$ cat config.mk
export PLATFORM = sky130hd
export DESIGN_NAME = mem_access_unit_flat
export DESIGN_NICKNAME = d
export VERILOG_FILES = /design/src/rtl/mem_access_unit_if.sv /design/src/rtl/mem_access_unit.sv /design/src/flat_wrapper.sv
export SDC_FILE = /design/constraint.sdc
export NUM_CORES = 1
export LEC_CHECK = 0
export CAP_MARGIN = 20
export CORE_ASPECT_RATIO = 0.6
export CORE_MARGIN = 10
export CORE_UTILIZATION = 26
export DETAILED_ROUTE_END_ITERATION = 12
export PLACE_DENSITY_LB_ADDON = 0.15
export SETUP_SLACK_MARGIN = 0.2
export SLEW_MARGIN = 20
export SYNTH_ARGS = -nofsm -noshare
export SYNTH_HDL_FRONTEND = slang
export SYNTH_SLANG_ARGS = --single-unit
export TNS_END_PERCENT = 30
$ cat constraint.sdc
create_clock -name clock -period 2.2 [get_ports clock]
set_input_delay 0.44 -clock clock [delete_from_list [all_inputs] [get_ports clock]]
set_output_delay 0.44 -clock clock [all_outputs]
set_load 0.02 [all_outputs]
$ cat src/rtl/mem_access_unit_if.sv
// mem_access_unit_if
// Bundles the datapath request/response signals and the data-memory strobe
// bus of mem_access_unit.
//   req/op/addr/wdata      : load/store request from the datapath
//   busy/done/err/rdata    : status and extended load result
//   Address/WriteData      : word index and write word to memory
//   MemRead/MemWrite       : rising-edge-sampled memory strobes
//   ReadData               : memory read word
//   slave  : the access unit itself
//   master : the surrounding environment (datapath + memory)
interface mem_access_unit_if;
   logic        req;
   logic [2:0]  op;
   logic [31:0] addr;
   logic [31:0] wdata;
   logic        busy;
   logic        done;
   logic        err;
   logic [31:0] rdata;
   logic [31:0] Address;
   logic [31:0] WriteData;
   logic        MemRead;
   logic        MemWrite;
   logic [31:0] ReadData;

   modport slave (
      input  req, op, addr, wdata, ReadData,
      output busy, done, err, rdata, Address, WriteData, MemRead, MemWrite
   );

   modport master (
      output req, op, addr, wdata, ReadData,
      input  busy, done, err, rdata, Address, WriteData, MemRead, MemWrite
   );
endinterface

$ cat src/rtl/mem_access_unit.sv
// mem_access_unit
// Initiator-side load/store sequencer for a word-addressed, strobe-triggered
// data memory. Handles sign/zero extension on loads and read-modify-write
// for byte/halfword stores. Every output is a register.
//   clock    : rising-edge clock
//   reset_n  : asynchronous active-low reset
//   bus      : mem_access_unit_if.slave (request, status, memory strobes)
//
// state | meaning
// IDLE  | waiting for req
// SETUP | Address (and WriteData for SW) driven, strobes low
// RSTB  | MemRead high for one cycle
// CAPT  | ReadData captured: extend into rdata or merge store lane
// WSET  | merged word on WriteData, strobes low
// WSTB  | MemWrite high for one cycle
// FIN   | done pulse (err set for rejected requests)
module mem_access_unit #(
   parameter int RAM_SIZE = 256
) (
   input  logic             clock,
   input  logic             reset_n,
   mem_access_unit_if.slave bus
);

   localparam logic [2:0] OP_LB  = 3'd0;
   localparam logic [2:0] OP_LH  = 3'd1;
   localparam logic [2:0] OP_LW  = 3'd2;
   localparam logic [2:0] OP_LBU = 3'd3;
   localparam logic [2:0] OP_LHU = 3'd4;
   localparam logic [2:0] OP_SB  = 3'd5;
   localparam logic [2:0] OP_SH  = 3'd6;
   localparam logic [2:0] OP_SW  = 3'd7;

   localparam logic [31:0] RAM_WORDS = 32'(RAM_SIZE);

   typedef enum logic [2:0] {
      IDLE, SETUP, RSTB, CAPT, WSET, WSTB, FIN
   } state_t;

   state_t      state;
   logic [2:0]  op_q;
   logic [1:0]  lane_q;
   logic [15:0] wdata_q;

   logic        bad_req;
   logic [7:0]  rd_byte;
   logic [15:0] rd_half;
   logic [31:0] load_ext;
   logic [31:0] merged;

   // Request check on the live inputs, used only on the accept edge.
   always_comb begin
      bad_req = 1'b0;
      if ((bus.op == OP_LW || bus.op == OP_SW) && bus.addr[1:0] != 2'b00)
         bad_req = 1'b1;
      if ((bus.op == OP_LH || bus.op == OP_LHU || bus.op == OP_SH) && bus.addr[0])
         bad_req = 1'b1;
      if ({2'b00, bus.addr[31:2]} >= RAM_WORDS)
         bad_req = 1'b1;
   end

   // Lane selection, extension and store merge on the captured word.
   always_comb begin
      rd_byte = bus.ReadData[7:0];
      case (lane_q)
         2'd0: rd_byte = bus.ReadData[7:0];
         2'd1: rd_byte = bus.ReadData[15:8];
         2'd2: rd_byte = bus.ReadData[23:16];
         2'd3: rd_byte = bus.ReadData[31:24];
         default: rd_byte = bus.ReadData[7:0];
      endcase
      rd_half = lane_q[1] ? bus.ReadData[31:16] : bus.ReadData[15:0];

      case (op_q)
         OP_LB:   load_ext = {{24{rd_byte[7]}}, rd_byte};
         OP_LH:   load_ext = {{16{rd_half[15]}}, rd_half};
         OP_LBU:  load_ext = {24'd0, rd_byte};
         OP_LHU:  load_ext = {16'd0, rd_half};
         default: load_ext = bus.ReadData;
      endcase

      merged = bus.ReadData;
      if (op_q == OP_SB) begin
         case (lane_q)
            2'd0: merged[7:0]   = wdata_q[7:0];
            2'd1: merged[15:8]  = wdata_q[7:0];
            2'd2: merged[23:16] = wdata_q[7:0];
            2'd3: merged[31:24] = wdata_q[7:0];
            default: merged = bus.ReadData;
         endcase
      end else if (lane_q[1]) begin
         merged[31:16] = wdata_q;
      end else begin
         merged[15:0] = wdata_q;
      end
   end

   always_ff @(posedge clock or negedge reset_n) begin
      if (!reset_n) begin
         state         <= IDLE;
         op_q          <= 3'd0;
         lane_q        <= 2'd0;
         wdata_q       <= 16'd0;
         bus.busy      <= 1'b0;
         bus.done      <= 1'b0;
         bus.err       <= 1'b0;
         bus.rdata     <= 32'd0;
         bus.Address   <= 32'd0;
         bus.WriteData <= 32'd0;
         bus.MemRead   <= 1'b0;
         bus.MemWrite  <= 1'b0;
      end else begin
         case (state)
            IDLE: begin
               bus.done <= 1'b0;
               bus.err  <= 1'b0;
               if (bus.req) begin
                  op_q     <= bus.op;
                  lane_q   <= bus.addr[1:0];
                  wdata_q  <= bus.wdata[15:0];
                  bus.busy <= 1'b1;
                  if (bad_req) begin
                     // Rejected: straight to FIN, no memory traffic.
                     bus.done <= 1'b1;
                     bus.err  <= 1'b1;
                     state    <= FIN;
                  end else begin
                     bus.Address <= {2'b00, bus.addr[31:2]};
                     if (bus.op == OP_SW)
                        bus.WriteData <= bus.wdata;
                     state <= SETUP;
                  end
               end
            end
            SETUP: begin
               if (op_q == OP_SW) begin
                  bus.MemWrite <= 1'b1;
                  state        <= WSTB;
               end else begin
                  bus.MemRead <= 1'b1;
                  state       <= RSTB;
               end
            end
            RSTB: begin
               bus.MemRead <= 1'b0;
               state       <= CAPT;
            end
            CAPT: begin
               if (op_q == OP_SB || op_q == OP_SH) begin
                  bus.WriteData <= merged;
                  state         <= WSET;
               end else begin
                  bus.rdata <= load_ext;
                  bus.done  <= 1'b1;
                  state     <= FIN;
               end
            end
            WSET: begin
               bus.MemWrite <= 1'b1;
               state        <= WSTB;
            end
            WSTB: begin
               bus.MemWrite <= 1'b0;
               bus.done     <= 1'b1;
               state        <= FIN;
            end
            FIN: begin
               bus.done <= 1'b0;
               bus.err  <= 1'b0;
               bus.busy <= 1'b0;
               state    <= IDLE;
            end
            default: begin
               bus.done     <= 1'b0;
               bus.err      <= 1'b0;
               bus.busy     <= 1'b0;
               bus.MemRead  <= 1'b0;
               bus.MemWrite <= 1'b0;
               state        <= IDLE;
            end
         endcase
      end
   end

endmodule

$ cat src/flat_wrapper.sv
// flat-port wrapper written by rule: the top's interface ports become plain ports
module mem_access_unit_flat 
#(
   parameter int RAM_SIZE = 256
)
  (clock, reset_n, bus_req, bus_op, bus_addr, bus_wdata, bus_ReadData, bus_busy, bus_done, bus_err, bus_rdata, bus_Address, bus_WriteData, bus_MemRead, bus_MemWrite);
  mem_access_unit_if bus_i ();
  input  logic clock;
  input  logic reset_n;
  input wire logic [$bits(bus_i.req)-1:0] bus_req;
  input wire logic [$bits(bus_i.op)-1:0] bus_op;
  input wire logic [$bits(bus_i.addr)-1:0] bus_addr;
  input wire logic [$bits(bus_i.wdata)-1:0] bus_wdata;
  input wire logic [$bits(bus_i.ReadData)-1:0] bus_ReadData;
  output wire logic [$bits(bus_i.busy)-1:0] bus_busy;
  output wire logic [$bits(bus_i.done)-1:0] bus_done;
  output wire logic [$bits(bus_i.err)-1:0] bus_err;
  output wire logic [$bits(bus_i.rdata)-1:0] bus_rdata;
  output wire logic [$bits(bus_i.Address)-1:0] bus_Address;
  output wire logic [$bits(bus_i.WriteData)-1:0] bus_WriteData;
  output wire logic [$bits(bus_i.MemRead)-1:0] bus_MemRead;
  output wire logic [$bits(bus_i.MemWrite)-1:0] bus_MemWrite;
  assign bus_i.req = bus_req;
  assign bus_i.op = bus_op;
  assign bus_i.addr = bus_addr;
  assign bus_i.wdata = bus_wdata;
  assign bus_i.ReadData = bus_ReadData;
  assign bus_busy = bus_i.busy;
  assign bus_done = bus_i.done;
  assign bus_err = bus_i.err;
  assign bus_rdata = bus_i.rdata;
  assign bus_Address = bus_i.Address;
  assign bus_WriteData = bus_i.WriteData;
  assign bus_MemRead = bus_i.MemRead;
  assign bus_MemWrite = bus_i.MemWrite;
  mem_access_unit #(.RAM_SIZE(RAM_SIZE)) u_core (.clock(clock), .reset_n(reset_n), .bus(bus_i));
endmodule
### Yosys cells after proc, flatten, opt, wreduce, memory -nomap -nowiden

Cells that the tools add are included.

* $lt $le $gt $ge: 1
* equal/unequal tests: 27
* mux-type cells: 34
* bitwise gates (word level): 6
* reductions and logical operators: 23

Operators with widths (number)
* $mux W32: 5
* $pmux W32 S4: 1
* $pmux W32 S2: 1
* $mux W16: 3
* $mux W8: 4
* $pmux W8 S4: 1
* $eq A3 B3 Y1 const B: 10
* $ge A30 B9 Y1 const B: 1
* $pmux W3 S6: 1
* $eq A3 B2 Y1 const B: 4
* $reduce_and A2 Y1: 6
* $reduce_or A5 Y1: 2
* $eq A3 B1 Y1 const B: 3
* $mux W1: 9
* $mux W3: 3
* $ne A2 B2 Y1 const B: 4
* $logic_not A3 Y1: 2
* $ne A2 B1 Y1 const B: 3
* $not A1 Y1: 6
* $pmux W1 S2: 3
* $reduce_and A5 Y1: 1
* $eq A2 B2 Y1 const B: 2
* $logic_or A1 B1 Y1: 4
* $pmux W1 S4: 1
* 9 further kinds: 11

* register bits after elaboration: 123
* bits of input ports: 102
* output and inout bits: 101
* logic and storage cells: 103

### Logic depth before layout (Yosys ltp)

Gate-level depths: netlist (run 1).

* depth in word-level cells: 9
* gate-level depth with buffers: 8
* mapped depth without buffers: 6

### Worst setup path after synthesis (run 1)

OpenSTA, ideal clock, no wires.

* path kind: input port to flip-flop
* start point: input port bus_addr[10]
* end point: register u_core.bus.WriteData[0]
* library setup time: 0.125 ns
* arrival: 1.905 ns
* data required time: 2.075 ns
* slack: 0.171 ns
* stages on the path: 7
* buffers on the path: 1
* cells stage by stage: nor4_1 > nand2_1 > a211oi_2 > nand2_2 > a21oi_4 > buf_6 > mux2_2

* word-level cells in the longest chain between the ends: 4

RTL lines
* start, declared: line flat_wrapper.sv:12 `input wire logic [$bits(bus_i.addr)-1:0] bus_addr;`
* $ge A30 B9 Y1: line mem_access_unit.sv:58 `if ({2'b00, bus.addr[31:2]} >= RAM_WORDS)`
* $mux W1: line mem_access_unit.sv:58
* $ne A2 B2 Y1 (no line)
* $reduce_and A5 Y1 (no line)
* end signal, assigned: line mem_access_unit.sv:130 `bus.WriteData <= bus.wdata;`
* end signal, assigned: line mem_access_unit.sv:150 `bus.WriteData <= merged;`
* end, declared: line mem_access_unit_if.sv:28 `output busy, done, err, rdata, Address, WriteData, MemRead, MemWrite`

No other way between the ends.
A chain may end at the register's enable or synchronous reset.

### Final worst setup path (run 1)

* start point: register u_core.state[0]
* end point: register u_core.bus.Address[3]

* word-level cells in the longest chain between the ends: 2

RTL lines
* start, declared: line mem_access_unit.sv:40 `state_t state;`
* start signal, assigned: line mem_access_unit.sv:100 `state <= IDLE;`
* start signal, assigned: line mem_access_unit.sv:126 `state <= FIN;`
* start signal, assigned: line mem_access_unit.sv:131 `state <= SETUP;`
* $logic_not A3 Y1: line mem_access_unit.sv:113 `case (state)`
* $reduce_and A3 Y1 (no line)
* end signal, assigned: line mem_access_unit.sv:128 `bus.Address <= {2'b00, bus.addr[31:2]};`
* end, declared: line mem_access_unit_if.sv:28

No other way between the ends.

==> qor.csv, run 1 <==
stage,metric,value,unit
layout,final core occ,0.420,
yosys,post-synthesis register bit count,123,
cts,clock tree buffer depth,2,
cts,clock root buffer,clkbuf_16,
sta,Tmin final,2.01,ns
setup_path,Worst R2R Start,u_core.state[0]$_DFFE_PN0P_,
setup_path,CP Class,flop to flop,
floorplan,Die Area,0.0301,mm²
sta,worst setup margin,0.190,ns
power_and_ir_drop,Pleak,0.00436,µW
setup_path,reg2reg path depth,6,
run_status,status,"finished, final reports clean",
route,Routed Wire Length,24.2,mm
setup_path,r2r endpoint,u_core.bus.Address[3]$_DFFE_PN0P_,
grt,number of global-route vias before repair,5536,
grt,met2 Resource Use GR,0.223,
route,ANT nets after route,0,
floorplan,Top Ports,203,
min_path,Hold EP,u_core.op_q[1]$_DFFE_PN0P_,
cts,"Clk Latency, worst-skew pair",0.42,ns
route,wire per inst,20.7,µm
setup_path,crit path max-delay cell type,dfrtp_1,
layout,ant diodes,0,
yosys,Post-Synthesis Cells,602,
grt,GRT Total Usage,0.153,
layout,Synth-to-Final Area Change,59.3,%
yosys,async set-reset flop share out of synthesis,1.00,
yosys,Post-synth EDFFs,0,
layout,Register Area,0.00308,mm²
grt,Top Usage Layer GRT,met2,
min_path,worst min path class,primary input to flop,
grt,GR Util met3,0.0508,
grt,antenna violations before repair,1,
layout,Fill cells,2261,
yosys,post-synth cell types,49,
route,total number of vias,5518,
sta,max_slew headroom,0.665,
cts,CTS Buf Count,17,
yosys,Main synth FF type,dfrtp_1,
setup_path,"Arr. time, crit path",2.31,ns
min_path,WHS Path Cells,4,
power_and_ir_drop,Max VDD drop,0.674,mV
setup_path,max incr delay on CP,0.43,ns
cts,CTS tree,done,
layout,"most common cell after layout, fill and taps aside",clkdlybuf4s50_1,
yosys,sequential-to-total area share from yosys stat,0.507,
sta,max frequency,498,MHz
layout,most frequent cells in the layout,"173 x clkdlybuf4s50_1, 121 x dfrtp_1, 65 x nand2_1",
cts,H-tree depth,4,
job,Max Cap Viol,0,
setup_path,Crit Path Max Fanout,30,
layout,share of layout cells above drive strength 1,0.210,
yosys,syn_area_per_cell,10.1,µm²
placement,RD Place Congestion,0.864,
grt,GR Overflow Total,0,
floorplan,Die Y,138,µm
sta,Max Transition Viols Final,0,
setup_path,Reg2Reg Setup Slack,0.19,ns
sta,final setup vio count,0,
placement,pre-CTS setup slack,-0.374,ns
placement,PortBufs,200,
power_and_ir_drop,Power Density,1400,mW/mm²
setup_path,sequence of cells on the critical path,nor3_2 -> and2_1 -> buf_4 -> nand3_1 -> buf_12 -> mux2_2,
yosys,Synth Cell Area,0.00607,mm²
sta,period utilization,0.913,
floorplan,die width,217,µm
grt,M1 GR Usage,0.213,
floorplan,Row Count,43,
grt,largest net degree at the start of global routing,55,
sta,Worst Clk Skew,0.0111,ns
route,DRC,0,
route,DR vias/cell,4.72,
sta,Slew @ Worst Pin,0.502,ns
yosys,number of synthesis warnings,0,
placement,dpl hpwl,18.7,mm
setup_path,Setup crit end kind,flop,
route,first-iteration detailed-routing DRC count,372,
min_path,Hold Startpoint,bus_op[1],
floorplan,Initial Util,0.264,
grt,global-route wire length before repair,35.0,mm
setup_path,Worst EP required,2.50,ns
power_and_ir_drop,Tot Pwr,13600,µW
sta,Final Hold Viols,0,
floorplan,Core Footprint,0.0230,mm²
route,TritonRoute pass-1 iters,5,
layout,area occupied by multi-input gates,0.00299,mm²
cts,Clock transition at path regs,0.06,ns
placement,Post-DP Area,0.00873,mm²
setup_path,CP startpoint kind,flop,
layout,Final #Nets,943,
sta,RSZ-0062 raised after global routing,yes,
cts,clock sink count,123,
layout,fin area,0.00968,mm²
routing by layer:
| layer | vias up | routed length [µm] |
|---|---|---|
| li1 | 2591 | - |
| met5 | - | 0 |
| met1 | 2734 | 11700 |
| met4 | 0 | 165 |
| met3 | 15 | 1720 |
| met2 | 178 | 10700 |
registers in the layout, summed over array words and instances, names as in the netlist, 2 cells and up:
register / flops
u_core.bus.WriteData: 32
u_core.bus.rdata: 32
u_core.bus.Address: 30
u_core.wdata_q: 16
u_core.op_q: 3
u_core.state: 3
u_core.lane_q: 2
repair_timing:
action	4_1_cts	5_1_grt
buffers inserted	1	4
endpoints found under the hold margin	10	0
setup endpoints to repair	32	69
gates cloned	0	3
pin swaps	0	12
gates resized for setup	0	75
hold buffers	1	0
how the worst max path moves through the flow:
stage | startpoint | endpoint | slack (ns) | depth (start not counted)
2_1_floorplan | bus_addr[19] | u_core.bus.WriteData[0]$_DFFE_PN0P_ | 0.21 | 7
5_1_grt | u_core.op_q[2]$_DFFE_PN0P_ | u_core.bus.WriteData[29]$_DFFE_PN0P_ | 0.11 | 7
6_report | u_core.state[0]$_DFFE_PN0P_ | u_core.bus.Address[3]$_DFFE_PN0P_ | 0.19 | 6
4_1_cts | bus_addr[17] | u_core.bus.WriteData[19]$_DFFE_PN0P_ | 0.11 | 8
3_3_place_gp | bus_addr[12] | u_core.bus.WriteData[16]$_DFFE_PN0P_ | -0.32 | 8
3_5_place_dp | bus_addr[17] | u_core.bus.WriteData[19]$_DFFE_PN0P_ | -0.37 | 8
synth_stat cells (4+ instances only):
library cell	count	area share
o22ai_1	14	0.014
and2_1	33	0.034
nand2_1	67	0.041
dfrtp_1	123	0.51
inv_1	6	0.0037
nor4_1	6	0.0062
buf_4	4	0.0049
nor2b_1	5	0.0051
buf_6	4	0.0074
clkbuf_1	19	0.012
mux2i_1	34	0.056
nor3_1	4	0.0033
a21oi_1	63	0.052
mux2_2	57	0.11
nor2_1	60	0.037
buf_2	8	0.0066
o31ai_1	8	0.0099
o21ai_0	37	0.030
a2bb2oi_1	8	0.012
critical path: cells and delay by family, from the launching register on:
| family | cells | cell delay [ns] |
|---|---|---|
| and+or+nand+nor | 3 | 0.58 |
| buffers and inverters | 2 | 0.57 |
| DFF | 1 | 0.43 |
| muxes | 1 | 0.28 |
layout make-up:
type	count	share of cell area
clock inverter	12	0.0128
inverter	6	0.00233
sequential	123	0.318
clock buffer	20	0.0462
tap	315	0.0407
timing repair buffer	257	0.271
multi-input combinational	436	0.309
power breakdown:
group / total, µW / internal (µW) / leakage [µW] / switching, µW
Sequential: 3820 / 3140 / 0.00154 / 684
Combinational: 7000 / 3310 / 0.00255 / 3690
Clock: 2750 / 1690 / 0.000272 / 1070
Total: 13600 / 8130 / 0.00436 / 5440
cell families after synthesis:
family,synth area share
compound gates,0.145
xor+xnor,0.00288
buf+inv,0.0363
flops,0.507
mux,0.164
other cells,0.000617
simple gates,0.145
metrics by stage:
stage	hold slack (ns)	setup TNS, ns	cells
floorplan	0.144	0	603
global placement	0.430	-11.69	1128
detailed placement	0.438	-14.34	1128
CTS	0.486	0	1162
global route	0.435	0	1169
finish	0.398	0	1169
Power figures use the tool's default switching activity.
==> inputs of run 2 (changes only) <==
TNS_END_PERCENT = not set   (was 30)
==> run 2 against run 1 <==
- clock power about the same
- clock-buffer cell count unchanged
- critical path depth up 1
- clock skew about the same
- sequential power about the same
- power up 0.47%
- setup slack better by 0.043 ns
- cell count unchanged
- flip-flop and latch count unchanged
==> qor.csv, run 2 (synthesized netlist as in run 1, its figures left out) <==
stage,metric,value,unit,change
placement,Post-DP Area,0.00873,mm²,unchanged
sta,Max Transition Viols Final,0,,unchanged
floorplan,Core Footprint,0.0230,mm²,unchanged
route,wire per inst,20.8,µm,+0.38%
route,total number of vias,5513,,-0.091%
layout,ant diodes,0,,unchanged
grt,global-route wire length before repair,35.0,mm,unchanged
sta,final hold slack,0.399,ns,+0.000876 ns
route,Routed Wire Length,24.3,mm,+0.38%
placement,dpl hpwl,18.7,mm,unchanged
layout,"most common cell after layout, fill and taps aside",clkdlybuf4s50_1,,
power_and_ir_drop,sw frac,0.402,,+0.000526
power_and_ir_drop,Gate power share,0.518,,+0.002
power_and_ir_drop,Internal,8160,µW,+0.38%
setup_path,Worst EP required,2.50,ns,about the same
min_path,Hold Startpoint,bus_op[1],,
setup_path,crit path max-delay cell type,dfrtp_1,,
placement,RD Place Congestion,0.864,,unchanged
power_and_ir_drop,Power Density,1410,mW/mm²,+0.19%
setup_path,sequence of cells on the critical path,nor3_2 -> and2_1 -> a41oi_2 -> a21oi_4 -> buf_12 -> clkbuf_16 -> mux2_4,,
setup_path,Reg2Reg Setup Slack,0.23,ns,+0.04 ns
setup_path,Worst R2R Start,u_core.state[0]$_DFFE_PN0P_,,
grt,GR Overflow Total,0,,unchanged
grt,number of global-route vias before repair,5536,,unchanged
setup_path,r2r endpoint,u_core.bus.WriteData[2]$_DFFE_PN0P_,,
sta,Final Hold Viols,0,,unchanged
floorplan,Top Ports,203,,unchanged
setup_path,CP startpoint kind,flop,,
power_and_ir_drop,Clock Power Share,0.202,,about the same
sta,Slew @ Worst Pin,0.502,ns,-0.000219 ns
cts,Clock transition at path regs,0.06,ns,about the same
layout,share of layout cells above drive strength 1,0.217,,+0.00703
setup_path,Setup crit end kind,flop,,
setup_path,CP Class,flop to flop,,
layout,fin area,0.00970,mm²,+0.28%
layout,Top Registers,"u_core.bus.WriteData x32, u_core.bus.rdata x32, u_core.bus.Address x30",,
route,DRC,0,,unchanged
layout,Fill cells,2262,,+0.044%
sta,max_slew headroom,0.665,,about the same
power_and_ir_drop,Seq pwr share,0.281,,about the same
layout,Final #Nets,943,,unchanged
cts,H-tree depth,4,,unchanged
job,Max Cap Viol,0,,unchanged
sta,Worst Clk Skew,0.0114,ns,+0.000319 ns
sta,max frequency,509,MHz,+2.2%
floorplan,Row Count,43,,unchanged
power_and_ir_drop,Pleak,0.00436,µW,about the same
min_path,worst min path class,primary input to flop,,
layout,Synth-to-Final Area Change,59.7,%,
layout,most frequent cells in the layout,"173 x clkdlybuf4s50_1, 120 x dfrtp_1, 64 x nand2_1",,
cts,CTS Buf Count,17,,unchanged
cts,CTS tree,done,,
floorplan,Die Area,0.0301,mm²,unchanged
power_and_ir_drop,Tot Pwr,13600,µW,+0.47%
floorplan,Die Y,138,µm,unchanged
cts,clock root buffer,clkbuf_16,,
grt,largest net degree at the start of global routing,55,,unchanged
cts,"Clk Latency, worst-skew pair",0.42,ns,about the same
grt,GRT Total Usage,0.153,,unchanged
floorplan,Initial Util,0.264,,unchanged
route,TritonRoute pass-1 iters,5,,unchanged
layout,Register Area,0.00308,mm²,about the same
cts,clock sink count,123,,unchanged
sta,final setup vio count,0,,unchanged
sta,RSZ-0062 raised after global routing,yes,,
min_path,WHS Path Cells,4,,unchanged
placement,PortBufs,200,,unchanged
setup_path,"Arr. time, crit path",2.26,ns,-0.05 ns
setup_path,reg2reg path depth,7,,+1
route,first-iteration detailed-routing DRC count,362,,-2.7%
cts,clock tree buffer depth,2,,unchanged
floorplan,die width,217,µm,unchanged
route,DR vias/cell,4.72,,about the same
layout,area occupied by multi-input gates,0.00301,mm²,+0.75%
sta,Tmin final,1.97,ns,-0.0434 ns
run_status,status,"finished, final reports clean",,
setup_path,max incr delay on CP,0.43,ns,about the same
sta,period utilization,0.894,,-0.0197
grt,antenna violations before repair,1,,unchanged
min_path,Hold EP,u_core.op_q[1]$_DFFE_PN0P_,,
route,ANT nets after route,0,,unchanged
setup_path,Crit Path Max Fanout,8,,-73%
power_and_ir_drop,Max VDD drop,0.675,mV,+0.17%
power_and_ir_drop,Psw,5480,µW,+0.60%
[run 2: cell types whose count changed in the layout (fill, tap and decap cells not counted)]
cell	previous run	this run
mux2i_2	1	2
a2bb2oi_2	2	4
nand2_1	65	64
dfrtp_1	121	120
o21ai_2	1	2
nand2_2	4	5
buf_6	1	2
a2bb2oi_1	6	4
dfrtp_2	2	3
o21ai_1	2	1
mux2i_1	33	32
buf_4	47	46
[run 2: cell type report]
class | instances | share of cell area
multi-input cells | 436 | 0.310
repair buffers | 257 | 0.271
inverters | 6 | 0.00232
clock inverters | 12 | 0.0128
well taps | 315 | 0.0406
flip-flops and latches | 123 | 0.318
clock buffers | 20 | 0.0460
[run 2: worst max-delay path by stage]
stage                                 from                              endpoint  slack [ns]  cells past startpoint
3_3_place_gp                  bus_addr[12]  u_core.bus.WriteData[16]$_DFFE_PN0P_       -0.32                      8
4_1_cts                       bus_addr[17]  u_core.bus.WriteData[19]$_DFFE_PN0P_        0.11                      8
3_5_place_dp                  bus_addr[17]  u_core.bus.WriteData[19]$_DFFE_PN0P_       -0.37                      8
2_1_floorplan                 bus_addr[19]   u_core.bus.WriteData[0]$_DFFE_PN0P_        0.21                      7
5_1_grt         u_core.op_q[2]$_DFFE_PN0P_  u_core.bus.WriteData[29]$_DFFE_PN0P_        0.15                      7
6_report       u_core.state[0]$_DFFE_PN0P_   u_core.bus.WriteData[2]$_DFFE_PN0P_        0.23                      7
[run 2: through the flow]
step	setup TNS [ns]	instances	worst slack, ns	utilization
3_5_place_dp	-14.34	1128	-0.374	0.379
2_1_floorplan	0	603	0.206	-
4_1_cts	0	1162	0.108	0.405
5_1_grt	0	1169	0.148	0.421
6_report	0	1169	0.234	0.421
3_3_place_gp	-11.69	1128	-0.320	0.379
[run 2: power by group through the flow]
stage	clock network (µW)	logic, µW	registers, µW
floorplan	0	3030	4370
global placement	0	6520	3800
detailed placement	0	6590	3830
CTS	2800	6620	3810
global route	2910	7590	3940
finish	2750	7060	3830
[run 2: layer usage]
metal | global-route usage | up-vias | wire length [µm]
met1 | 0.213 | 2728 | 11800
met5 | 0 | - | 0
met3 | 0.0508 | 17 | 1650
met2 | 0.223 | 174 | 10700
li1 | - | 2594 | -
met4 | 0.0352 | 0 | 177
[run 2: critical path, delay by kind of cell (launching register included)]
family / cells / cell delay (ns)
flip-flops: 1 / 0.43
AO/OA/AOI/OAI: 2 / 0.37
buffers and inverters: 2 / 0.32
multiplexers: 1 / 0.30
AND/OR/NAND/NOR: 2 / 0.42
[run 2: repair_timing]
| action | in CTS | in global routing |
|---|---|---|
| cloned | 0 | 3 |
| hold buffers | 1 | 0 |
| setup buffers | 1 | 4 |
| setup endpoints to repair | 32 | 69 |
| hold endpoints to repair | 10 | 0 |
| pin swaps | 0 | 13 |
| gates resized for setup | 0 | 82 |
==> patch 1: new RTL, settings of run 2 <==
Reset style: synchronous (`reset_n`), changed in one clocked block. Comments in the files are not updated.
--- a/src/rtl/mem_access_unit.sv
+++ b/src/rtl/mem_access_unit.sv
@@ -95,7 +95,7 @@
       end
    end
 
-   always_ff @(posedge clock or negedge reset_n) begin
+   always_ff @(posedge clock) begin
       if (!reset_n) begin
          state         <= IDLE;
          op_q          <= 3'd0;
Check against the original RTL: differs if reset_n is asserted again (counterexample within 4 cycles, from zero or initial values and one cycle with reset_n low); with reset_n held inactive, the same outputs for 4 cycles.
==> patch 1 against run 2 <==
Final cell count is 4.7% higher. Area after synthesis is 1.7% lower. Via count is 5.8% higher. Routed wire length is 2.8% lower. Cell area is 4.2% lower. Worst setup slack worse by 7.4 ps. Sequential cell count stayed put. Clock skew is 3.6 ps lower. First-iteration DRC count is 9.9% higher. Critical path type is now in2reg. Largest cell class is now multi-input gates.
Power is not compared: it rests on default switching activity, and its combinational part moved more than twofold at a synthesized area within 25%.
==> patch 1: results (changes against run 2) <==
Setup path
- u_core.bus.Address[22] — worst setup path endpoint, was u_core.bus.WriteData[2]
- 6 — R2R depth, was 7
- 500 ps — delay contributed by the slowest stage of the critical path, was 430 ps
- in2reg — critical path class, was reg2reg
- sky130_fd_sc_hd__clkdlybuf4s50_1 — cell with the largest stage delay on the worst path, was sky130_fd_sc_hd__dfrtp_1
- 5 — Max FO, Critical Path, was 8
- u_core.op_q[1] — worst reg2reg path startpoint, was u_core.state[0]
- u_core.bus.WriteData[17] — Critical R2R Capture, was u_core.bus.WriteData[2]

Global route
- 0.0512 — met3 usage, was 0.0508
- 5712 — via count of the first global-routing pass, was 5536
- 0.154 — global-route total usage across every layer, was 0.153
- 93 — largest net degree at the start of global routing, was 55
- 0.214 — global routing met1 resource utilization, was 0.213
- 2 — antenna violations before repair, was 1

Routing
- 398 — drt initial violations, was 362
- 5835 — number of vias after detailed routing, was 5513

Outcome
- finished clean — result of the run, unchanged

STA
- 7.79 ps — Max Clock Skew, was 11.4 ps
- 0.897 — period utilization, was 0.894
- 456 ps — worst-case hold slack, was 399 ps

Yosys
- sky130_fd_sc_hd__dfxtp_1 (123), sky130_fd_sc_hd__nand2_1 (122), sky130_fd_sc_hd__o21ai_0 (51) — most frequent cells after synthesis, was sky130_fd_sc_hd__dfrtp_1 (123), sky130_fd_sc_hd__nand2_1 (67), sky130_fd_sc_hd__a21oi_1 (63)

Min path
- 2 — Hold Path Depth, was 4
- reg2reg — Worst Hold Class, was in2reg

Placement
- 18000 um — HPWL Detailed, was 18700 um
- -350 ps — post-placement setup slack, was -374 ps

patch 1: cell count changes in the layout (fill, tap and decap cells not counted), sizes merged, moves of 24 or more:
cell	before	now
a21oi	65	41
a21boi	0	33
nor2	61	27
mux2	58	16
dfxtp	0	123
dfrtp	123	0
nand2	69	125
patch 1: routing by layer:
layer | vias to the layer above | share of wire
met3 | 14 | 0.067
met4 | 0 | 0.0081
met5 | - | 0
li1 | 2916 | -
met1 | 2761 | 0.50
met2 | 144 | 0.42
patch 1: stage by stage:
stage               cell area [um2]  setup TNS, ps  std cells  total power, W   util
finish                         9300              0       1224         0.00790  0.417
global route                   9300              0       1222         0.00834  0.417
CTS                            9130              0       1219         0.00792  0.410
detailed placement             8520         -15820       1190         0.00500  0.383
global placement               8520         -15630       1190         0.00499  0.383
floorplan                      5970              0        694         0.00400      -
patch 1: logic make-up (layout without fill, tap and decap cells):
family / count (synthesis) / in the layout / share of synthesized area
AO/OA/AOI/OAI: 208 / 208 / 0.241
XOR/XNOR: 1 / 1 / 0.00147
adder cells (fa/ha/maj): 1 / 1 / 0.00189
buffers and inverters: 65 / 285 / 0.0495
flip-flops: 123 / 123 / 0.412
multiplexers: 65 / 65 / 0.114
other: 1 / 4 / 0.000628
AND/OR/NAND/NOR: 229 / 229 / 0.179
patch 1: layout make-up:
cell class	instances	area, um2
clock buffer	21	470
sequential	123	2460
antenna	2	5.00
clock inverter	7	118
fill	2277	13000
timing repair buffer	249	2520
multi-input combinational	506	3300
inverter	8	30.0
tap	308	385
patch 1: timing repair:
| action | CTS | global route |
|---|---|---|
| endpoints found under the setup margin | 40 | 97 |
| hold buffers | 0 | 0 |
| buffers inserted | 1 | 0 |
| pin swaps | 1 | 7 |
| gates resized for setup | 2 | 28 |
| gates cloned | 0 | 3 |
==> patch 2: new RTL, settings of run 2 <==
Without the edit above. `RAM_SIZE` is set to 256 in 2 places; all go to 192.
--- a/src/rtl/mem_access_unit.sv
+++ b/src/rtl/mem_access_unit.sv
@@ -15,7 +15,7 @@
 // WSTB  | MemWrite high for one cycle
 // FIN   | done pulse (err set for rejected requests)
 module mem_access_unit #(
-   parameter int RAM_SIZE = 256
+   parameter int RAM_SIZE = 192
 ) (
    input  logic             clock,
    input  logic             reset_n,
--- a/src/flat_wrapper.sv
+++ b/src/flat_wrapper.sv
@@ -1,7 +1,7 @@
 // flat-port wrapper written by rule: the top's interface ports become plain ports
 module mem_access_unit_flat 
 #(
-   parameter int RAM_SIZE = 256
+   parameter int RAM_SIZE = 192
 )
   (clock, reset_n, bus_req, bus_op, bus_addr, bus_wdata, bus_ReadData, bus_busy, bus_done, bus_err, bus_rdata, bus_Address, bus_WriteData, bus_MemRead, bus_MemWrite);
   mem_access_unit_if bus_i ();
Function: changed (a bounded check fails within 4 cycles, from zero or initial values and one cycle with reset_n low).
==> patch 2 against run 2 <==
Sequential cell count stayed put. Routed wire length is 3.8% higher. Area after synthesis is 1.4% lower. Hold slack worse by 120 ps. First-iteration DRC count is 12% higher. Global-route usage is 1.5 points higher. Worst setup slack worse by 140 ps. Cell area is 1.1% lower. Count of clock-buffer cells in the layout stayed put. Power is 1.9% lower. Critical path type unchanged. Critical endpoint is now u_core.bus.WriteData[17]. Highest routed layer is now met5.
==> patch 2: results (changes against run 2) <==
Outcome
- finished clean — result of the run, unchanged

Routing
- 407 — drt initial violations, was 362
- 2670 um — routed wl met3, was 1650 um
- 11700 um — routed metal-1 wire length, was 11800 um
- 4.88 — vias per cell, was 4.72

Placement
- 1133 — post-placement cell count, was 1128
- 0.865 — gp weighted congestion, was 0.864
- 8660 um2 — standard cell area after detailed placement, was 8730 um2
- 19200 um — HPWL Detailed, was 18700 um

Yosys
- 608 — number of cells produced by synthesis, was 602
- 0.514 — register area share after synthesis, was 0.507
- 47 — distinct cell type count after synthesis, was 49
- 0.107 — mux share of post-synthesis cell area, was 0.164
- sky130_fd_sc_hd__dfrtp_1 (123), sky130_fd_sc_hd__a21oi_1 (86), sky130_fd_sc_hd__nand2_1 (62) — most frequent cells after synthesis, was sky130_fd_sc_hd__dfrtp_1 (123), sky130_fd_sc_hd__nand2_1 (67), sky130_fd_sc_hd__a21oi_1 (63)
- 0.179 — fraction of the mapped netlist area in compound gates, was 0.145

Power
- 4.10 nW — leakage power total, was 4.36 nW
- 0.692 mV — worst supply voltage drop on vdd, was 0.675 mV

Setup path
- sky130_fd_sc_hd__or4_4 — cell with the largest stage delay on the worst path, was sky130_fd_sc_hd__dfrtp_1
- 560 ps — delay contributed by the slowest stage of the critical path, was 430 ps

Global route
- 0.0808 — met3 usage, was 0.0508
- 6118 — via count of the first global-routing pass, was 5536
- 0.168 — global-route total usage across every layer, was 0.153
- 37700 um — global-route wire length before repair, was 35000 um

STA
- 9.19 ps — Max Clock Skew, was 11.4 ps
- 0.316 — worst-case headroom to the max-slew limit, was 0.665

Layout
- 0.210 — layout cells sized above 1, was 0.217
- 1178 — count of placed standard cells in the final layout, fillers left out, was 1169

## patch 2: cell types whose count changed after synthesis, moves of 8 or more
cell	run 2	this run
sky130_fd_sc_hd__o21ai_0	37	28
sky130_fd_sc_hd__o2bb2ai_1	0	16
sky130_fd_sc_hd__mux2_2	57	36
sky130_fd_sc_hd__a2bb2oi_1	8	0
sky130_fd_sc_hd__mux2i_1	34	10
sky130_fd_sc_hd__a21oi_1	63	86
sky130_fd_sc_hd__clkbuf_1	19	29
sky130_fd_sc_hd__mux2_1	1	10
sky130_fd_sc_hd__nor2b_1	5	26
sky130_fd_sc_hd__and2_1	33	9
sky130_fd_sc_hd__nand2b_1	3	11
sky130_fd_sc_hd__o22ai_1	14	23
## patch 2: stage by stage
stage / util / worst slack, ps
floorplan: - / 0.864
global placement: 0.388 / -520
finish: 0.430 / 98.4
global route: 0.430 / 42.9
CTS: 0.424 / -4.22
detailed placement: 0.388 / -626
## patch 2: path summary, 6_finish.rpt
check / from / end / slack, ps / cells past startpoint
worst max-delay path: u_core.state[0] / u_core.bus.WriteData[17] / 100 / 5
min in group asynchronous: reset_n / u_core.bus.WriteData[24] / 500 / 2
max in group asynchronous: reset_n / u_core.bus.rdata[22] / 1080 / 3
worst max register to register: u_core.state[0] / u_core.bus.WriteData[17] / 100 / 5
worst min register to register: u_core.bus.rdata[3] / u_core.bus.rdata[3] / 480 / 2
worst min-delay path: bus_addr[9] / u_core.bus.Address[7] / 280 / 2
## patch 2: cell type report
| cell class | count | area share |
|---|---|---|
| Sequential cell | 123 | 0.321 |
| Clock buffer | 20 | 0.0476 |
| Timing Repair Buffer | 266 | 0.264 |
| Multi-Input combinational cell | 444 | 0.306 |
| Clock inverter | 12 | 0.0194 |
| Antenna cell | 2 | 0.000522 |
| Inverter | 3 | 0.00117 |
| Tap cell | 308 | 0.0402 |
